--- src/rtl/id_stage.sv ---
// Decode stage of a 5-stage MIPS-style pipeline: IF/ID register, 32x32 register file,
// load-use and branch hazard detection, early branch/jump resolution and the ID/EX register.
module id_stage #(
   parameter logic [31:0] NOP_INSTR = 32'h0000_0000,
   parameter bit          BRANCH_EN = 1'b1
) (
   input  logic        clk,
   input  logic        reset,
   input  logic [31:0] pc_next,
   input  logic [31:0] instruction,
   input  logic        ex_mem_read,
   input  logic        ex_reg_write,
   input  logic [4:0]  ex_write_reg,
   input  logic        mem_reg_write,
   input  logic [4:0]  mem_write_reg,
   input  logic        wb_reg_write,
   input  logic [4:0]  wb_write_reg,
   input  logic [31:0] wb_write_data,
   output logic        stall,
   output logic [31:0] pc_decode,
   output logic        pc_src,
   output logic        id_ex_valid,
   output logic [31:0] id_ex_rs_data,
   output logic [31:0] id_ex_rt_data,
   output logic [31:0] id_ex_imm,
   output logic [14:0] id_ex_regs,
   output logic [11:0] id_ex_ctrl
);

   localparam logic [5:0] OP_J   = 6'h02;
   localparam logic [5:0] OP_BEQ = 6'h04;
   localparam logic [5:0] OP_BNE = 6'h05;

   logic [31:0] if_id_pc_q, if_id_pc_d;
   logic [31:0] if_id_instr_q, if_id_instr_d;
   logic        if_id_valid_q, if_id_valid_d;

   logic [31:0] regs_q [32];
   logic [31:0] regs_d [32];

   logic        id_ex_valid_q, id_ex_valid_d;
   logic [31:0] id_ex_rs_data_q, id_ex_rs_data_d;
   logic [31:0] id_ex_rt_data_q, id_ex_rt_data_d;
   logic [31:0] id_ex_imm_q, id_ex_imm_d;
   logic [14:0] id_ex_regs_q, id_ex_regs_d;
   logic [11:0] id_ex_ctrl_q, id_ex_ctrl_d;

   logic [5:0]  opcode, funct;
   logic [4:0]  rs, rt, rd;
   logic [31:0] imm_sext, rs_data, rt_data, br_target, j_target, target;
   logic        is_branch, rs_busy, rt_busy, load_use, branch_hz, taken;
   logic        unused_shamt;

   assign opcode       = if_id_instr_q[31:26];
   assign rs           = if_id_instr_q[25:21];
   assign rt           = if_id_instr_q[20:16];
   assign rd           = if_id_instr_q[15:11];
   assign funct        = if_id_instr_q[5:0];
   assign unused_shamt = ^if_id_instr_q[10:6];
   assign imm_sext     = {{16{if_id_instr_q[15]}}, if_id_instr_q[15:0]};

   // Write-through lets an instruction in decode see the value being written back this cycle.
   assign rs_data = (rs == 5'd0) ? 32'd0 :
                    (wb_reg_write && wb_write_reg == rs) ? wb_write_data : regs_q[rs];
   assign rt_data = (rt == 5'd0) ? 32'd0 :
                    (wb_reg_write && wb_write_reg == rt) ? wb_write_data : regs_q[rt];

   assign is_branch = (opcode == OP_BEQ) || (opcode == OP_BNE);
   assign rs_busy   = (rs != 5'd0) && ((ex_reg_write && ex_write_reg == rs) ||
                                       (mem_reg_write && mem_write_reg == rs));
   assign rt_busy   = (rt != 5'd0) && ((ex_reg_write && ex_write_reg == rt) ||
                                       (mem_reg_write && mem_write_reg == rt));
   assign load_use  = if_id_valid_q && ex_mem_read && (ex_write_reg != 5'd0) &&
                      ((ex_write_reg == rs) || (ex_write_reg == rt));
   assign branch_hz = if_id_valid_q && is_branch && (rs_busy || rt_busy);
   assign stall     = load_use || branch_hz;

   assign br_target = if_id_pc_q + {imm_sext[29:0], 2'b00};
   assign j_target  = {if_id_pc_q[31:28], if_id_instr_q[25:0], 2'b00};

   always_comb begin
      taken  = 1'b0;
      target = 32'd0;
      case (opcode)
         OP_BEQ: begin
            taken  = (rs_data == rt_data);
            target = br_target;
         end
         OP_BNE: begin
            taken  = (rs_data != rt_data);
            target = br_target;
         end
         OP_J: begin
            taken  = 1'b1;
            target = j_target;
         end
         default: ;
      endcase
   end

   assign pc_src    = if_id_valid_q && !stall && BRANCH_EN && taken;
   assign pc_decode = pc_src ? target : 32'd0;

   // IF/ID: hold on stall, squash the fetched word behind a taken branch/jump.
   always_comb begin
      if_id_pc_d    = if_id_pc_q;
      if_id_instr_d = if_id_instr_q;
      if_id_valid_d = if_id_valid_q;
      if (!stall) begin
         if (pc_src) begin
            if_id_pc_d    = 32'd0;
            if_id_instr_d = NOP_INSTR;
            if_id_valid_d = 1'b0;
         end else begin
            if_id_pc_d    = pc_next;
            if_id_instr_d = instruction;
            if_id_valid_d = 1'b1;
         end
      end
   end

   always_comb begin
      for (int i = 0; i < 32; i++) regs_d[i] = regs_q[i];
      if (wb_reg_write && wb_write_reg != 5'd0) regs_d[wb_write_reg] = wb_write_data;
   end

   // ID/EX: bubble unless a valid instruction leaves decode this cycle.
   always_comb begin
      id_ex_valid_d   = 1'b0;
      id_ex_rs_data_d = 32'd0;
      id_ex_rt_data_d = 32'd0;
      id_ex_imm_d     = 32'd0;
      id_ex_regs_d    = 15'd0;
      id_ex_ctrl_d    = 12'd0;
      if (if_id_valid_q && !stall) begin
         id_ex_valid_d   = 1'b1;
         id_ex_rs_data_d = rs_data;
         id_ex_rt_data_d = rt_data;
         id_ex_imm_d     = imm_sext;
         id_ex_regs_d    = {rs, rt, rd};
         id_ex_ctrl_d    = {opcode, funct};
      end
   end

   always_ff @(posedge clk) begin
      if (reset) begin
         if_id_pc_q      <= 32'd0;
         if_id_instr_q   <= NOP_INSTR;
         if_id_valid_q   <= 1'b0;
         for (int i = 0; i < 32; i++) regs_q[i] <= 32'd0;
         id_ex_valid_q   <= 1'b0;
         id_ex_rs_data_q <= 32'd0;
         id_ex_rt_data_q <= 32'd0;
         id_ex_imm_q     <= 32'd0;
         id_ex_regs_q    <= 15'd0;
         id_ex_ctrl_q    <= 12'd0;
      end else begin
         if_id_pc_q      <= if_id_pc_d;
         if_id_instr_q   <= if_id_instr_d;
         if_id_valid_q   <= if_id_valid_d;
         for (int i = 0; i < 32; i++) regs_q[i] <= regs_d[i];
         id_ex_valid_q   <= id_ex_valid_d;
         id_ex_rs_data_q <= id_ex_rs_data_d;
         id_ex_rt_data_q <= id_ex_rt_data_d;
         id_ex_imm_q     <= id_ex_imm_d;
         id_ex_regs_q    <= id_ex_regs_d;
         id_ex_ctrl_q    <= id_ex_ctrl_d;
      end
   end

   assign id_ex_valid   = id_ex_valid_q;
   assign id_ex_rs_data = id_ex_rs_data_q;
   assign id_ex_rt_data = id_ex_rt_data_q;
   assign id_ex_imm     = id_ex_imm_q;
   assign id_ex_regs    = id_ex_regs_q;
   assign id_ex_ctrl    = id_ex_ctrl_q;

endmodule
--- config.mk ---
export PLATFORM = sky130hd
export DESIGN_NAME = id_stage
export DESIGN_NICKNAME = d
export VERILOG_FILES = /design/src/rtl/id_stage.sv
export SDC_FILE = /design/constraint.sdc
export NUM_CORES = 2
export LEC_CHECK = 0
export CAP_MARGIN = 20
export CELL_PAD_IN_SITES_DETAIL_PLACEMENT = 0
export CELL_PAD_IN_SITES_GLOBAL_PLACEMENT = 1
export CORE_MARGIN = 2
export CORE_UTILIZATION = 40
export CTS_CLUSTER_DIAMETER = 40
export CTS_CLUSTER_SIZE = 16
export DETAILED_ROUTE_END_ITERATION = 10
export PLACE_DENSITY_LB_ADDON = 0.1
export SLEW_MARGIN = 25
export SYNTH_ARGS = -nofsm -noshare
export SYNTH_HDL_FRONTEND = slang
export SYNTH_SLANG_ARGS = --single-unit
--- constraint.sdc ---
create_clock -name clk -period 12.9 [get_ports clk]
set_input_delay 1.29 -clock clk [delete_from_list [all_inputs] [get_ports clk]]
set_output_delay 1.29 -clock clk [all_outputs]
set_load 0.005 [all_outputs]
==> flow_metrics.env <==
export IMPL_setup_viol_count_final=0
export IMPL_drt_initial_drc_count=9048
export IMPL_hold_class="reg2reg"
export IMPL_cts_root_buffer="sky130_fd_sc_hd__clkbuf_16"
export IMPL_synthFlopType="sky130_fd_sc_hd__dfxtp_1"
export IMPL_power_density_nw_per_um2=152
export IMPL_initial_utilization_pct=40.1
export IMPL_synth_async_sr_flop_share_pct=0
export IMPL_worst_path_largest_cell_delay_ps=1070
export IMPL_post_route_cells_drive_above_1_share_pct=15.5
export IMPL_design_final_nets=6987
export IMPL_yosys_warnings=0
export IMPL_final_period_minus_worst_setup_slack_ps=8730
export IMPL_tritoncts="built"
export IMPL_leakage_power_of_the_design_nw=23.8
export IMPL_crit_path_top_delay_cell="sky130_fd_sc_hd__o21ai_2"
export IMPL_placement_io_buffers=274
export IMPL_cts_root_to_sink_buffers=3
export IMPL_crit_path_end_kind="output port"
export IMPL_detailed_placer_s_ending_hpwl_mm=177
export IMPL_netlist_top_cells_area="sky130_fd_sc_hd__dfxtp_1 39%, sky130_fd_sc_hd__mux4_2 16%, sky130_fd_sc_hd__nand2_1 13%"
export IMPL_grt_first_pass_wirelength_mm=418
export IMPL_overflow=0
export IMPL_cp_arrival_ps=7440
export IMPL_path_buf_inv=3
export IMPL_drt_total_wl_mm=304
export IMPL_power_ir_vdd_worst_mv=0.146
export IMPL_gpl_final_weighted_congestion=0.964
export IMPL_remaining_max_slew_budget_at_the_tightest_pin_pct=17.4
export IMPL_num_rows=143
export IMPL_drt_drc_violations_left=0
export IMPL_timing_fmax_mhz=115
export IMPL_layout_cells_most_common_list="2,043 x sky130_fd_sc_hd__nand2_1, 1,187 x sky130_fd_sc_hd__dfxtp_1, 1,083 x sky130_fd_sc_hd__a21oi_1"
export IMPL_final_setup_tns_ps=0
export IMPL_cp_start_kind="primary input"
export IMPL_clock_sinks=1196
export IMPL_post_synth_num_cell_types=81
export IMPL_floorplan_core_area_um2=152000
export IMPL_number_of_global_route_vias_before_repair=52800
export IMPL_floorplan_die_height_um=394
export IMPL_syn2layout_area_growth_pct=18.8
export IMPL_wl_per_cell_um=33.5
export IMPL_final_hold_viol_count=0
export IMPL_synth_edff_count=0
export IMPL_timing_critical_path_fanout_max=34
export IMPL_die_x_um=394
export IMPL_syn_nets=7092
export IMPL_detailedRoute_firstPassIterationCount=6
export IMPL_tritoncts_num_buffers=210
export IMPL_cp_required_ps=11610
export IMPL_worstMarginPinSlew_ps=1240
export IMPL_synth_cell_area_um2=60800
export IMPL_dpl_cell_count=8657
export IMPL_pin_count=275
export IMPL_maximum_number_of_pins_on_one_net_before_global_route_repair=204
export IMPL_final_cells=9065
export IMPL_cts_hold_buffers=0
export IMPL_sequential_element_share_of_the_synthesized_area_pct=39.4
export IMPL_ant_nets_after_route=0
export IMPL_antenna_violations_before_repair=41
export IMPL_crit_path_max_delay_family="compound AO/OA/AOI/OAI gates"
export IMPL_maxSlewViolCount=0
export IMPL_max_cap_viol_count=0
export IMPL_clock_latency_ps=870
export IMPL_dieArea_um2=155000
export IMPL_postSynthAreaPerCell_um2=8.76
export IMPL_rsz_0062_raised_after_global_routing="no"
export IMPL_post_cts_repair_setup_buffers=0
export IMPL_cells_traversed_along_the_worst_timing_path="clkdlybuf4s50_1 -> xnor2_1 -> nand4_1 -> o21ai_2 -> a211oi_1 -> a211oi_1 -> nor4bb_1 -> a22o_1 -> o32ai_1 -> nor4_2 -> mux2_2 -> nor2_4 -> buf_12 -> nor3_1 -> clkdlybuf4s50_1"
export IMPL_ys_seq_elements=1196
export IMPL_timing_clock_skew_ps=67.6
export IMPL_final_min_period_over_clock_period_pct=67.7
export IMPL_cts_htree_levels=4
export IMPL_post_synth_top_area_cell="sky130_fd_sc_hd__dfxtp_1"
export IMPL_synth_top_cell_area_share_pct=39.4
export IMPL_cts_repair_resized=0
export IMPL_detail_route_vias_per_cell=6.32
export IMPL_worst_setup_hold_path_clk_slew_ps=50
export IMPL_mostFrequentLayoutCell="sky130_fd_sc_hd__nand2_1"
export IMPL_status="finished clean"
export IMPL_routed_via_count=57300
export IMPL_syn_instance_count=6945
export IMPL_global_route_usage_total_pct=37.7
export IMPL_path_class="in2out"
## worst min-delay path, stage by stage, from the launching register on
cell,delay [ps]
sky130_fd_sc_hd__dfxtp_1,310
sky130_fd_sc_hd__nand2_1,50
sky130_fd_sc_hd__a21oi_1,50
## layout make-up
cell class	instances	area, um2
Clock inverter	150	2200
Sequential cell	1196	24000
Antenna cell	10	25.0
Fill cell	14300	79300
Multi-Input combinational cell	4988	33800
Timing Repair Buffer	415	4000
Inverter	29	109
Tap cell	2030	2540
Clock buffer	247	5570
## per-stage QoR
step | instance area (um2) | total power [mW] | setup WS, ps | utilization (%) | hold slack (ps)
2_1_floorplan | 60800 | 4.50 | 7150 | - | 434
3_3_place_gp | 64400 | 4.93 | 4320 | 42.5 | 443
3_5_place_dp | 64400 | 4.93 | 4140 | 42.5 | 452
4_1_cts | 72200 | 11.0 | 3840 | 47.6 | 463
5_1_grt | 72200 | 11.2 | 4030 | 47.7 | 477
6_report | 72200 | 11.0 | 4170 | 47.7 | 462
## registers in the layout, indices dropped and copies added, names as in the netlist, named ones only
name           cells
if_id_pc_q        32
if_id_valid_q      1
if_id_instr_q     32
id_ex_regs        11
id_ex_rt_data     32
id_ex_valid        1
regs_q          1024
id_ex_imm         15
id_ex_ctrl         6
id_ex_rs_data     32
## worst paths after layout
kind,slack [ps],endpoint,startpoint,cells past startpoint
min,460,regs_q[28][11],regs_q[28][11],2
max,4170,pc_decode[31],wb_write_reg[3],15
min reg2reg,460,regs_q[28][11],regs_q[28][11],2
max reg2reg,6100,if_id_instr_q[18],flip-flop,13
## cells by family after synthesis
group / after synthesis / synth area share [%]
compound gates: 1615 / 15.7
xor+xnor: 78 / 1.12
mux: 647 / 19.6
buf+inv: 761 / 5.92
simple gates: 2618 / 17.7
fa+ha+maj: 30 / 0.629
flops: 1196 / 39.4
## report_power, final
group / internal, mW / total [mW] / switching, mW
clock network: 3.87 / 6.10 / 2.23
logic: 0.346 / 1.08 / 0.737
registers: 3.75 / 3.82 / 0.0682
total: 7.97 / 11.0 / 3.04
## synthesized netlist by cell type, drive strengths merged (43+ instances only)
| master | instances |
|---|---|
| a21oi | 1084 |
| a221oi | 68 |
| a22oi | 83 |
| a32o | 64 |
| and2 | 65 |
| buf | 181 |
| clkbuf | 551 |
| dfxtp | 1196 |
| mux2i | 202 |
| mux4 | 433 |
| nand2 | 2076 |
| nor2 | 172 |
| nor2b | 111 |
| nor3 | 45 |
| o21ai | 66 |
| o22ai | 74 |
| xnor2 | 43 |
## layer usage
layer / vias up / track usage, % / routed length [um]
li1: 24200 / - / -
met3: 804 / 11.3 / 38100
met4: 30 / 16.8 / 14800
met2: 3978 / 54.9 / 129000
met1: 28300 / 51.4 / 122000
met5: - / 0 / 200
No activity file was read; power rests on OpenSTA's default activity.
